--- src/rtl/uart_fifo_bridge.sv ---
// uart_fifo_bridge: UART endpoint with RX/TX FWFT FIFOs, shared 16x tick generator,
// run-time loopback/host mode and sticky overflow/framing flags.
module uart_fifo_bridge_fifo #(
    parameter int W = 8,
    parameter int DEPTH = 16,
    localparam int CW = $clog2(DEPTH) + 1,
    localparam int AW = $clog2(DEPTH)
) (
    input  logic          clk,
    input  logic          rst,
    input  logic          push,
    input  logic          pop,
    input  logic [W-1:0]  wdata,
    output logic [W-1:0]  rdata,
    output logic [CW-1:0] count,
    output logic          empty,
    output logic          ovf
);
    logic [W-1:0] mem [DEPTH];
    logic [AW-1:0] wptr, rptr;
    logic full, do_push, do_pop;
    assign empty = count == '0;
    assign full = count == CW'(DEPTH);
    assign do_pop = pop && !empty;
    // a pop in the same cycle frees the slot, so a push while full still lands
    assign do_push = push && (!full || do_pop);
    assign ovf = push && !do_push;
    assign rdata = empty ? '0 : mem[rptr];
    always_ff @(posedge clk) begin
        if (rst) begin
            wptr <= '0;
            rptr <= '0;
            count <= '0;
        end else begin
            wptr <= wptr + AW'(do_push);
            rptr <= rptr + AW'(do_pop);
            count <= count + CW'(do_push) - CW'(do_pop);
        end
    end
    always_ff @(posedge clk)
        if (do_push) mem[wptr] <= wdata;
endmodule

module uart_fifo_bridge #(
    parameter int CLK_FREQ = 100000000,
    parameter int BAUD = 9600,
    parameter int OVERSAMPLE = 16,
    parameter int DATA_BITS = 8,
    parameter int FIFO_DEPTH = 16,
    localparam int CW = $clog2(FIFO_DEPTH) + 1
) (
    input  logic                 clk,
    input  logic                 rst,
    input  logic                 rx,
    output logic                 tx,
    input  logic                 mode_loop,
    input  logic                 clear_err,
    input  logic                 rd_en,
    output logic [DATA_BITS-1:0] rd_data,
    output logic                 rx_empty,
    input  logic                 wr_en,
    input  logic [DATA_BITS-1:0] wr_data,
    output logic                 tx_full,
    output logic [CW-1:0]        rx_count,
    output logic [CW-1:0]        tx_count,
    output logic                 tx_busy,
    output logic                 rx_ovf,
    output logic                 tx_ovf,
    output logic                 frame_err
);
    localparam int DIV = CLK_FREQ / (BAUD * OVERSAMPLE);
    localparam logic [2:0] LAST = 3'(DATA_BITS - 1);
    typedef enum logic [1:0] {IDLE, START, DATA, STOP} state_t;

    state_t rx_state, rx_state_n, tx_state, tx_state_n;
    logic [31:0] div_cnt;
    logic [3:0] rx_tcnt, rx_tcnt_n, tx_tcnt, tx_tcnt_n;
    logic [2:0] rx_bit, rx_bit_n, tx_bit, tx_bit_n;
    logic [DATA_BITS-1:0] rx_sh, rx_sh_n, tx_sh, tx_sh_n, tx_head, tx_wdata;
    logic tick, rx_s1, rx_s2, mode_q, rx_push, rx_push_n, fe_evt, tx_n, tx_pop, tx_empty;
    logic xfer, rx_pop, tx_push, rx_ovf_evt, tx_ovf_evt;

    assign tick = div_cnt == 32'(DIV - 1);
    assign xfer = mode_q && !rx_empty && !tx_full;
    assign rx_pop = mode_q ? xfer : rd_en;
    assign tx_push = mode_q ? xfer : wr_en;
    assign tx_wdata = mode_q ? rd_data : wr_data;
    assign tx_full = tx_count == CW'(FIFO_DEPTH);
    assign tx_busy = tx_state != IDLE || tx_pop;

    uart_fifo_bridge_fifo #(.W(DATA_BITS), .DEPTH(FIFO_DEPTH)) rx_fifo (
        .clk(clk), .rst(rst), .push(rx_push), .pop(rx_pop), .wdata(rx_sh),
        .rdata(rd_data), .count(rx_count), .empty(rx_empty), .ovf(rx_ovf_evt)
    );
    uart_fifo_bridge_fifo #(.W(DATA_BITS), .DEPTH(FIFO_DEPTH)) tx_fifo (
        .clk(clk), .rst(rst), .push(tx_push), .pop(tx_pop), .wdata(tx_wdata),
        .rdata(tx_head), .count(tx_count), .empty(tx_empty), .ovf(tx_ovf_evt)
    );

    always_comb begin
        rx_state_n = rx_state;
        rx_tcnt_n = tick ? rx_tcnt + 1'b1 : rx_tcnt;
        rx_bit_n = rx_bit;
        rx_sh_n = rx_sh;
        rx_push_n = 1'b0;
        fe_evt = 1'b0;
        case (rx_state)
            IDLE: begin
                rx_tcnt_n = '0;
                rx_state_n = rx_s2 ? IDLE : START;
            end
            START: if (tick && rx_tcnt == 4'd7) begin
                rx_tcnt_n = '0;
                rx_bit_n = '0;
                rx_state_n = rx_s2 ? IDLE : DATA;
            end
            DATA: if (tick && rx_tcnt == 4'd15) begin
                rx_sh_n = {rx_s2, rx_sh[DATA_BITS-1:1]};
                rx_bit_n = rx_bit + 1'b1;
                rx_state_n = rx_bit == LAST ? STOP : DATA;
            end
            STOP: if (tick && rx_tcnt == 4'd15) begin
                rx_push_n = rx_s2;
                fe_evt = !rx_s2;
                rx_state_n = IDLE;
            end
        endcase
    end

    // each bit level is driven on the tick where tcnt is 0 and held for 16 ticks
    always_comb begin
        tx_state_n = tx_state;
        tx_tcnt_n = tick ? tx_tcnt + 1'b1 : tx_tcnt;
        tx_bit_n = tx_bit;
        tx_sh_n = tx_sh;
        tx_n = tx;
        tx_pop = 1'b0;
        if (tx_state != IDLE && tick && tx_tcnt == '0)
            tx_n = tx_state == START ? 1'b0 : tx_state == DATA ? tx_sh[0] : 1'b1;
        case (tx_state)
            IDLE: begin
                tx_tcnt_n = '0;
                tx_pop = !tx_empty;
            end
            START: if (tick && tx_tcnt == 4'd15) begin
                tx_bit_n = '0;
                tx_state_n = DATA;
            end
            DATA: if (tick && tx_tcnt == 4'd15) begin
                tx_sh_n = tx_sh >> 1;
                tx_bit_n = tx_bit + 1'b1;
                tx_state_n = tx_bit == LAST ? STOP : DATA;
            end
            STOP: if (tick && tx_tcnt == 4'd15) begin
                tx_pop = !tx_empty;
                tx_state_n = IDLE;
            end
        endcase
        if (tx_pop) begin
            tx_sh_n = tx_head;
            tx_state_n = START;
        end
    end

    always_ff @(posedge clk) begin
        if (rst) begin
            div_cnt <= '0;
            rx_s1 <= 1'b1;
            rx_s2 <= 1'b1;
            mode_q <= 1'b0;
            rx_state <= IDLE;
            rx_tcnt <= '0;
            rx_bit <= '0;
            rx_sh <= '0;
            rx_push <= 1'b0;
            tx_state <= IDLE;
            tx_tcnt <= '0;
            tx_bit <= '0;
            tx_sh <= '0;
            tx <= 1'b1;
            rx_ovf <= 1'b0;
            tx_ovf <= 1'b0;
            frame_err <= 1'b0;
        end else begin
            div_cnt <= tick ? '0 : div_cnt + 1'b1;
            rx_s1 <= rx;
            rx_s2 <= rx_s1;
            mode_q <= mode_loop;
            rx_state <= rx_state_n;
            rx_tcnt <= rx_tcnt_n;
            rx_bit <= rx_bit_n;
            rx_sh <= rx_sh_n;
            rx_push <= rx_push_n;
            tx_state <= tx_state_n;
            tx_tcnt <= tx_tcnt_n;
            tx_bit <= tx_bit_n;
            tx_sh <= tx_sh_n;
            tx <= tx_n;
            rx_ovf <= rx_ovf_evt || (rx_ovf && !clear_err);
            tx_ovf <= tx_ovf_evt || (tx_ovf && !clear_err);
            frame_err <= fe_evt || (frame_err && !clear_err);
        end
    end
endmodule

--- config.mk ---
export PLATFORM = sky130hd
export DESIGN_NAME = uart_fifo_bridge
export DESIGN_NICKNAME = d
export VERILOG_FILES = /design/src/rtl/uart_fifo_bridge.sv
export SDC_FILE = /design/constraint.sdc
export NUM_CORES = 1
export LEC_CHECK = 0
export ABC_AREA = 0
export CAP_MARGIN = 20
export CORE_UTILIZATION = 35
export CTS_CLUSTER_SIZE = 30
export DETAILED_ROUTE_END_ITERATION = 8
export GPL_ROUTABILITY_DRIVEN = 0
export PLACE_DENSITY = 0.52
export SLEW_MARGIN = 15
export SYNTH_ARGS = -nofsm -noshare
export SYNTH_HDL_FRONTEND = slang
export SYNTH_HIERARCHICAL = 1
export SYNTH_SLANG_ARGS = --single-unit
export TNS_END_PERCENT = 10
--- constraint.sdc ---
create_clock -name clk -period 7.6 [get_ports clk]
set_input_delay 2.28 -clock clk [delete_from_list [all_inputs] [get_ports clk]]
set_output_delay 2.28 -clock clk [all_outputs]
set_load 0.005 [all_outputs]
### Word level (Yosys, flattened, before mapping)

Memories as Yosys holds them, arrays and structs flattened. A register that Yosys moved wholly into a read port is not among the register bits.
Index checks and enable logic that the tools add are counted.

* add/subtract/negate cells: 13
* equality and inequality tests: 23
* mux-type cells: 42
* bitwise operators: 2
* reductions and logical operators: 53

Operators with widths (number)
* $mux 8: 6
* $add 32x1->32 const B: 1
* $eq 32x10->1 const B: 1
* $add 4x1->4: 4
* $logic_and 1x1->1: 16
* $mux 4: 4
* $mux 1: 15
* $mux 2: 7
* $mux 3: 4
* $pmux 3 s2: 2
* $add 5x1->5: 2
* $eq 5x5->1 const B: 2
* $logic_not 5->1: 2
* $reduce_bool 2->1: 5
* $sub 5x1->5: 2
* $reduce_and 3->1: 3
* $add 4x1->4 const B: 2
* $eq 2x2->1 const B: 4
* $eq 4x4->1 const B: 2
* $logic_not 1->1: 8
* $ne 2x2->1 const B: 4
* $pmux 2 s4: 1
* $pmux 4 s2: 1
* $reduce_and 4->1: 2
* 18 further kinds: 33

* register bits: 100
* memory bits (writable): 256
* bits of input ports: 15
* logic and storage cells: 159
* memories kept: 2

Memories
* rx_fifo.mem: words 16, bits a word 8, rd ports 1, clocked after Yosys merged registers in 1, write ports 1, line 19 `logic [W-1:0] mem [DEPTH];`
* tx_fifo.mem: words 16, bits a word 8, rd ports 1, clocked after Yosys merged registers in 1, write ports 1, line 19

### Logic depth before layout (Yosys ltp)

Gate-level depths: netlist of the first run.

* depth in word-level cells: 11
* depth in mapped cells: 19
* mapped depth without buffers: 19

### Modules after synthesis

Netlist of the first run, hierarchy kept.

Modules (own cells, without submodules)
* uart_fifo_bridge_fifo: instances 2, cells an instance 291, area an instance 5649.2 µm², seq. area each 4103.9 µm²
* uart_fifo_bridge: instances 1, cells an instance 420, area an instance 3792.4 µm², seq. area each 1481.4 µm²

### Least setup slack after synthesis of the first run

OpenSTA, ideal clock, no wires.

* kind: input port to flip-flop
* start point: input rd_en
* end point: register rx_fifo.count[4]
* library setup time: 131 ps
* arrival time: 4011 ps
* path slack: 3458 ps
* cell stages on the path: 13
* cells stage by stage: inv_1 -> o21ai_0 -> nand2b_1 -> o21ai_1 -> ha_1 -> inv_1 -> ha_1 -> inv_1 -> fa_1 -> nor2b_1 -> o21bai_1 -> a21oi_1 -> nor3b_1

* cells in the longest elaborated chain, start to end: 6

Ends and longest elaborated chain
* from (decl): line 58 `input logic rd_en,`
* $mux 1 *: line 85 `assign rx_pop = mode_q ? xfer : rd_en;`
* named net rx_pop: line 81 `logic xfer, rx_pop, tx_push, rx_ovf_evt, tx_ovf_evt;`
* $logic_and 1x1->1 *: line 24 `assign do_pop = pop && !empty;`
* $logic_or 1x1->1: line 26 `assign do_push = push && (!full || do_pop);`
* $logic_and 1x1->1: line 26
* $add 5x1->5: line 37 `count <= count + CW'(do_push) - CW'(do_pop);`
* $sub 5x1->5 *: line 37
* to (signal assigned): line 37
* to (decl): line 15 `output logic [CW-1:0] count,`

Mark *: on every way through the listed nets, which the timed path passes. The rest lies on a longest branch.
A chain may end at the register's enable or synchronous reset.

==> results of run 1 <==
==> sequential cells by signal (all words and copies together) (netlist names), 2 cells and up, named ones only <==
register,flops
tx_bit,3
tx_state,2
tx_tcnt,4
rx_bit,3
tx_fifo/rptr,4
rx_tcnt,4
div_cnt,32
tx_sh,8
tx_fifo/mem,128
rx_fifo/rptr,4
rx_sh,8
tx_fifo/wptr,4
rx_fifo/mem,128
rx_fifo/wptr,4
rx_fifo/count,5
tx_fifo/count,5
==> logic make-up after synthesis <==
group | share of synthesized area (%)
muxes | 12.4
adders and majority gates | 3.25
buffers and inverters | 2.91
DFF | 64.2
AOI/OAI and AO/OA | 4.57
xor gates and xnor gates | 2.50
and+or+nand+nor | 10.2
==> power groups by stage <==
stage | logic, uW | clock network (uW) | registers [uW]
CTS | 1280 | 1790 | 2320
floorplan | 944 | 0 | 2300
global placement | 1260 | 0 | 2360
global route | 1390 | 1860 | 2340
finish | 1250 | 1740 | 2320
detailed placement | 1270 | 0 | 2360
==> per-layer routing <==
metal  routed length (um)  vias up  part of all wire [%]
met4                  662        0                   2.0
met2                15700      155                    48
met5                    0        -                     0
li1                     -     3921                     -
met1                15400     4157                    47
met3                 1300       44                   3.9
==> cells in the final DEF (no fill, tap or decap), drive strengths merged, types with 16 or more instances in the layout <==
cell type / n
nand2: 25
edfxtp: 256
xor2: 18
nor3: 29
o21ai: 27
nor2b: 20
inv: 38
a22oi: 16
clkdlybuf4s50: 38
nor2: 89
dfxtp: 100
mux2i: 33
clkbuf: 60
a21oi: 32
ha: 36
xnor2: 25
mux4: 64
nand3: 28
==> area by class of cell <==
cell class              instances  area share (%)
clock buffers                  60            6.40
clock inverters                11           0.387
inverters                      37           0.811
multi-input cells             564            29.1
flip-flops and latches        356            56.6
well taps                     539            3.94
repair buffers                 52            2.79
==> through the flow <==
stage               hold WS, ns  utilization (%)  std cells  setup WS [ns]  cell area, sq um
CTS                       0.416             40.5       1617           2.07             17100
detailed placement        0.400             37.8       1546           2.40             16000
floorplan                 0.389                -       1002           3.46             15100
finish                    0.416             40.6       1619           2.15             17100
global placement          0.397             37.8       1546           2.47             15900
global route              0.431             40.6       1619           1.96             17100
==> worst max-delay path: stages (launching register included) <==
cell and delay, ns:
dfxtp_1 1.00, buf_4 0.38, mux4_2 0.22, mux2i_1 0.10
o21ai_1 0.34, clkdlybuf4s50_1 0.57
==> worst min path at each step <==
stage | from | endpoint | cells past startpoint
after floorplan | rx_s1 | rx_s2 | 1
after global placement | rx_s1 | rx_s2 | 1
after detailed placement | rx_s1 | rx_s2 | 1
after CTS | rx_s1 | rx_s2 | 1
after global routing | rx_s1 | rx_s2 | 1
final | rx_s1 | rx_s2 | 1
==> impl_metrics.env, run 1 <==
export IMPL_run_status="finished, final reports clean"
export IMPL_cts_tree="built"
export IMPL_dr_pass1_iters=5
export IMPL_fillers=3932
export IMPL_startpoint="rx_fifo/rptr[1]"
export IMPL_finalSetupViolCount=0
export IMPL_combPwrFrac_pct=23.6
export IMPL_timing_fmax_mhz=184
export IMPL_period_needed_ns=5.45
export IMPL_grt_pass1_wl_um=51100
export IMPL_dp_hpwl_um=21600
export IMPL_first_iter_violations=575
export IMPL_drcViolationCount=0
export IMPL_avgSynthCellArea_sq_um=15.1
export IMPL_nets=1103
export IMPL_use_met3_pct=2.33
export IMPL_synth_top_cells_by_count="edfxtp_1 (256), dfxtp_1 (100), nor2_1 (87)"
export IMPL_core_area_sq_um=42200
export IMPL_p_per_area_nw_per_um2=310
export IMPL_hp_class="reg -> reg"
export IMPL_r2r_start="tx_fifo/count[2]"
export IMPL_drv_cap=0
export IMPL_slew_headroom_pct=27.5
export IMPL_totalPowerFinal_uw=5310
export IMPL_grt_total_usage_pct=15.4
export IMPL_chipWidth_um=210
export IMPL_swShare_pct=28.3
export IMPL_io_pins=40
export IMPL_routed_wl_um=33100
export IMPL_num_vias=8277
export IMPL_start_kind="flop"
export IMPL_hold_viol=0
export IMPL_tns_ns=0
export IMPL_yosys_register_bits=356
export IMPL_synth_cell_area_sq_um=15100
export IMPL_worst_pin_slew_ns=1.08
export IMPL_drive_gt1_share_pct=15.8
export IMPL_p_int_uw=3810
export IMPL_clkSinkCount=356
export IMPL_start_util_pct=35.7
export IMPL_root_buffer="clkbuf_16"
export IMPL_clk_pin_slew_ns=0.06
export IMPL_wl_per_cell_um=20.4
export IMPL_multi_input_area_sq_um=4990
export IMPL_cp_endpoint="rd_data[2]"
export IMPL_insertion_delay_ns=0.54
export IMPL_timing_rr_end="tx_fifo/count[4]"
export IMPL_crit_type="reg -> out"
export IMPL_h_tree_depth=2
export IMPL_use_met2_pct=25.2
export IMPL_worstPathArrival_ns=3.17
export IMPL_n_antenna_cell=0
export IMPL_report_final_slew_viol_count=0
export IMPL_post_cts_buffers=0
export IMPL_ys_warn_count=6
export IMPL_reg2reg_setup_slack_ns=3.58
export IMPL_yosysTopAreaCell="edfxtp_1"
export IMPL_rsz0062_at_grt="false"
export IMPL_die_area_sq_um=44000
export IMPL_ys_async_sr_fraction_pct=0
export IMPL_yosysTopAreaCellShare_pct=50.9
export IMPL_hold_buffers=0
export IMPL_synth_most_common_cell="edfxtp_1"
export IMPL_cts_resized=0
export IMPL_portBuffers=39
export IMPL_met1_usage_pct=21.2
export IMPL_syn_to_final_growth_pct=13.5
export IMPL_grt_overflow=0
export IMPL_fin_skew_ns=0.0199
export IMPL_busiest_layer="met2"
export IMPL_peakVddDrop_mv=0.138
export IMPL_cp_max_fo=21
export IMPL_synth_flop_cell="edfxtp_1"
export IMPL_grt_max_degree=44
export IMPL_synth_top_cells_by_area="edfxtp_1 (51%), dfxtp_1 (13%), mux4_2 (9.6%), ha_1 (3.0%), mux2i_1 (2.2%)"
export IMPL_cts_path_max_buffers=3
export IMPL_antenna_found_initial=0
export IMPL_end_kind="primary output"
export IMPL_vias_per_cell=5.11
export IMPL_required_ns=5.32
export IMPL_r2r_cells=19
export IMPL_die_y_um=210
export IMPL_ant_nets=0
export IMPL_ys_seq_area_share_pct=64.2
export IMPL_period_share_pct=71.7
export IMPL_syn_inst=1002
export IMPL_seqCellArea_sq_um=9690
export IMPL_grt_pass1_vias=8317
export IMPL_syn_nets=1055
export IMPL_leakagePower_uw=0.00546
export IMPL_netlist_cell_type_count=68
export IMPL_pwr_share_seq_pct=43.6
export IMPL_cts_made_buffers=39
export IMPL_rows=75
export IMPL_netSwitchingPower_uw=1500
export IMPL_synth_edf_count=256
export IMPL_p_clk_share_pct=32.8
Note: power is estimated with default switching activity, not from simulation.
==> inputs of run 2 (changes only) <==
==> constraint.sdc (replaced) <==
create_clock -name clk -period 5.5 [get_ports clk]
set_input_delay 1.65 -clock clk [delete_from_list [all_inputs] [get_ports clk]]
set_output_delay 1.65 -clock clk [all_outputs]
set_load 0.005 [all_outputs]
==> impl_metrics.env, run 2 (synthesis results as in run 1) <==
export IMPL_grt_total_usage_pct=15.4
export IMPL_fillers=3878
export IMPL_slowest_delay_ns=0.76
export IMPL_required_ns=3.85
export IMPL_grt_overflow=0
export IMPL_setup_ws_ns=0.770
export IMPL_nets=1119
export IMPL_seqCellArea_sq_um=9690
export IMPL_num_vias=8338
export IMPL_reg2reg_setup_slack_ns=1.30
export IMPL_cp_slowest_cell="dfxtp_2"
export IMPL_final_common_cell="edfxtp_1"
export IMPL_cp_endpoint="rd_data[7]"
export IMPL_antenna_found_initial=1
export IMPL_cp_top_family="buffers and inverters"
export IMPL_cp_num_cells=5
export IMPL_routed_wl_um=32800
export IMPL_start_util_pct=35.7
export IMPL_r2r_start="tx_fifo/count[2]"
export IMPL_syn_to_final_growth_pct=15.0
export IMPL_root_buffer="clkbuf_16"
export IMPL_cts_path_max_buffers=3
export IMPL_p_per_area_nw_per_um2=437
export IMPL_final_cell_mix="edfxtp_1 (256), dfxtp_1 (98), nor2_1 (87)"
export IMPL_cts_tree="built"
export IMPL_grt_pass1_wl_um=50900
export IMPL_finalSetupViolCount=0
export IMPL_crit_type="reg -> out"
export IMPL_drv_cap=0
export IMPL_portBuffers=39
export IMPL_fin_skew_ns=0.0187
export IMPL_run_status="finished, final reports clean"
export IMPL_timing_rr_end="tx_fifo/count[4]"
export IMPL_vias_per_cell=5.10
export IMPL_clk_pin_slew_ns=0.06
export IMPL_hold_viol=0
export IMPL_hold_buffers=0
export IMPL_multi_input_area_sq_um=4970
export IMPL_startpoint="rx_fifo/rptr[0]"
export IMPL_ant_nets=0
export IMPL_drive_gt1_share_pct=17.6
export IMPL_core_area_sq_um=42200
export IMPL_hold_slack_ns=0.418
export IMPL_met1_usage_pct=20.9
export IMPL_end_kind="primary output"
export IMPL_timing_fmax_mhz=211
export IMPL_rsz0062_at_grt="false"
export IMPL_cp_max_fo=18
export IMPL_h_tree_depth=2
export IMPL_hp_class="reg -> reg"
export IMPL_fin_cells=1636
export IMPL_cts_made_buffers=40
export IMPL_period_share_pct=86.0
export IMPL_use_met3_pct=3.08
export IMPL_die_area_sq_um=44000
export IMPL_tns_ns=0
export IMPL_dp_slack_ns=0.942
export IMPL_r2r_cells=19
export IMPL_drcViolationCount=0
export IMPL_first_iter_violations=443
export IMPL_dpl_cell_count=1563
export IMPL_clkSinkCount=356
export IMPL_report_final_slew_viol_count=0
export IMPL_busiest_layer="met2"
export IMPL_leakagePower_uw=0.00560
export IMPL_post_route_util_pct=41.1
export IMPL_crit_chain="buf_4 -> mux4_2 -> a22oi_1 -> o21ai_1 -> clkdlybuf4s50_1"
export IMPL_post_cts_buffers=0
export IMPL_start_kind="flop"
export IMPL_worstPathArrival_ns=3.08
export IMPL_reg_top3="rx_fifo/mem x128, tx_fifo/mem x128, div_cnt x32"
export IMPL_grt_max_degree=47
export IMPL_n_antenna_cell=0
export IMPL_chipWidth_um=210
export IMPL_cts_resized=0
export IMPL_io_pins=40
export IMPL_period_needed_ns=4.73
export IMPL_use_met2_pct=24.2
export IMPL_rows=75
export IMPL_dr_pass1_iters=5
export IMPL_worst_pin_slew_ns=1.04
export IMPL_die_y_um=210
export IMPL_crit_buf_inv=2
export IMPL_grt_pass1_vias=8434
export IMPL_peakVddDrop_mv=0.293
export IMPL_dp_hpwl_um=21200
export IMPL_wl_per_cell_um=20.1
export IMPL_slew_headroom_pct=30.3
export IMPL_insertion_delay_ns=0.56
run 2: cell types whose count changed in the layout (fill, tap and decap cells not counted), sizes merged:
cell / previous run / this run
buf: 14 / 29
clkbuf: 60 / 50
bufinv: 0 / 4
inv: 38 / 39
clkinvlp: 1 / 2
clkinv: 9 / 15
run 2: area by class of cell:
type / instances / area share, %
clock inverter: 23 / 1.27
sequential: 356 / 55.9
tap: 539 / 3.89
multi-input combinational: 564 / 28.7
inverter: 37 / 0.800
clock buffer: 50 / 6.11
timing repair buffer: 67 / 3.43
run 2: per-layer routing:
metal / part of all wire [%] / wire length (um)
met1: 47 / 15500
met2: 46 / 15100
met3: 4.1 / 1340
met4: 2.9 / 937
met5: 0.040 / 13
run 2: how the worst min path moves through the flow:
stage                     startpoint     to  depth (start not counted)
after floorplan                rx_s1  rx_s2                          1
after global placement         rx_s1  rx_s2                          1
after detailed placement       rx_s1  rx_s2                          1
after CTS                      rx_s1  rx_s2                          1
after global routing           rx_s1  rx_s2                          1
final                          rx_s1  rx_s2                          1
run 2: power by group:
| group | internal, uW | switching, uW |
|---|---|---|
| logic | 852 | 904 |
| clock network | 1560 | 1070 |
| registers | 3040 | 161 |
run 2: through the flow:
stage	power (uW)	instance area [sq um]
2_1_floorplan	4480	15100
3_3_place_gp	5040	16100
3_5_place_dp	5050	16100
4_1_cts	7710	17400
5_1_grt	7960	17400
6_report	7590	17400
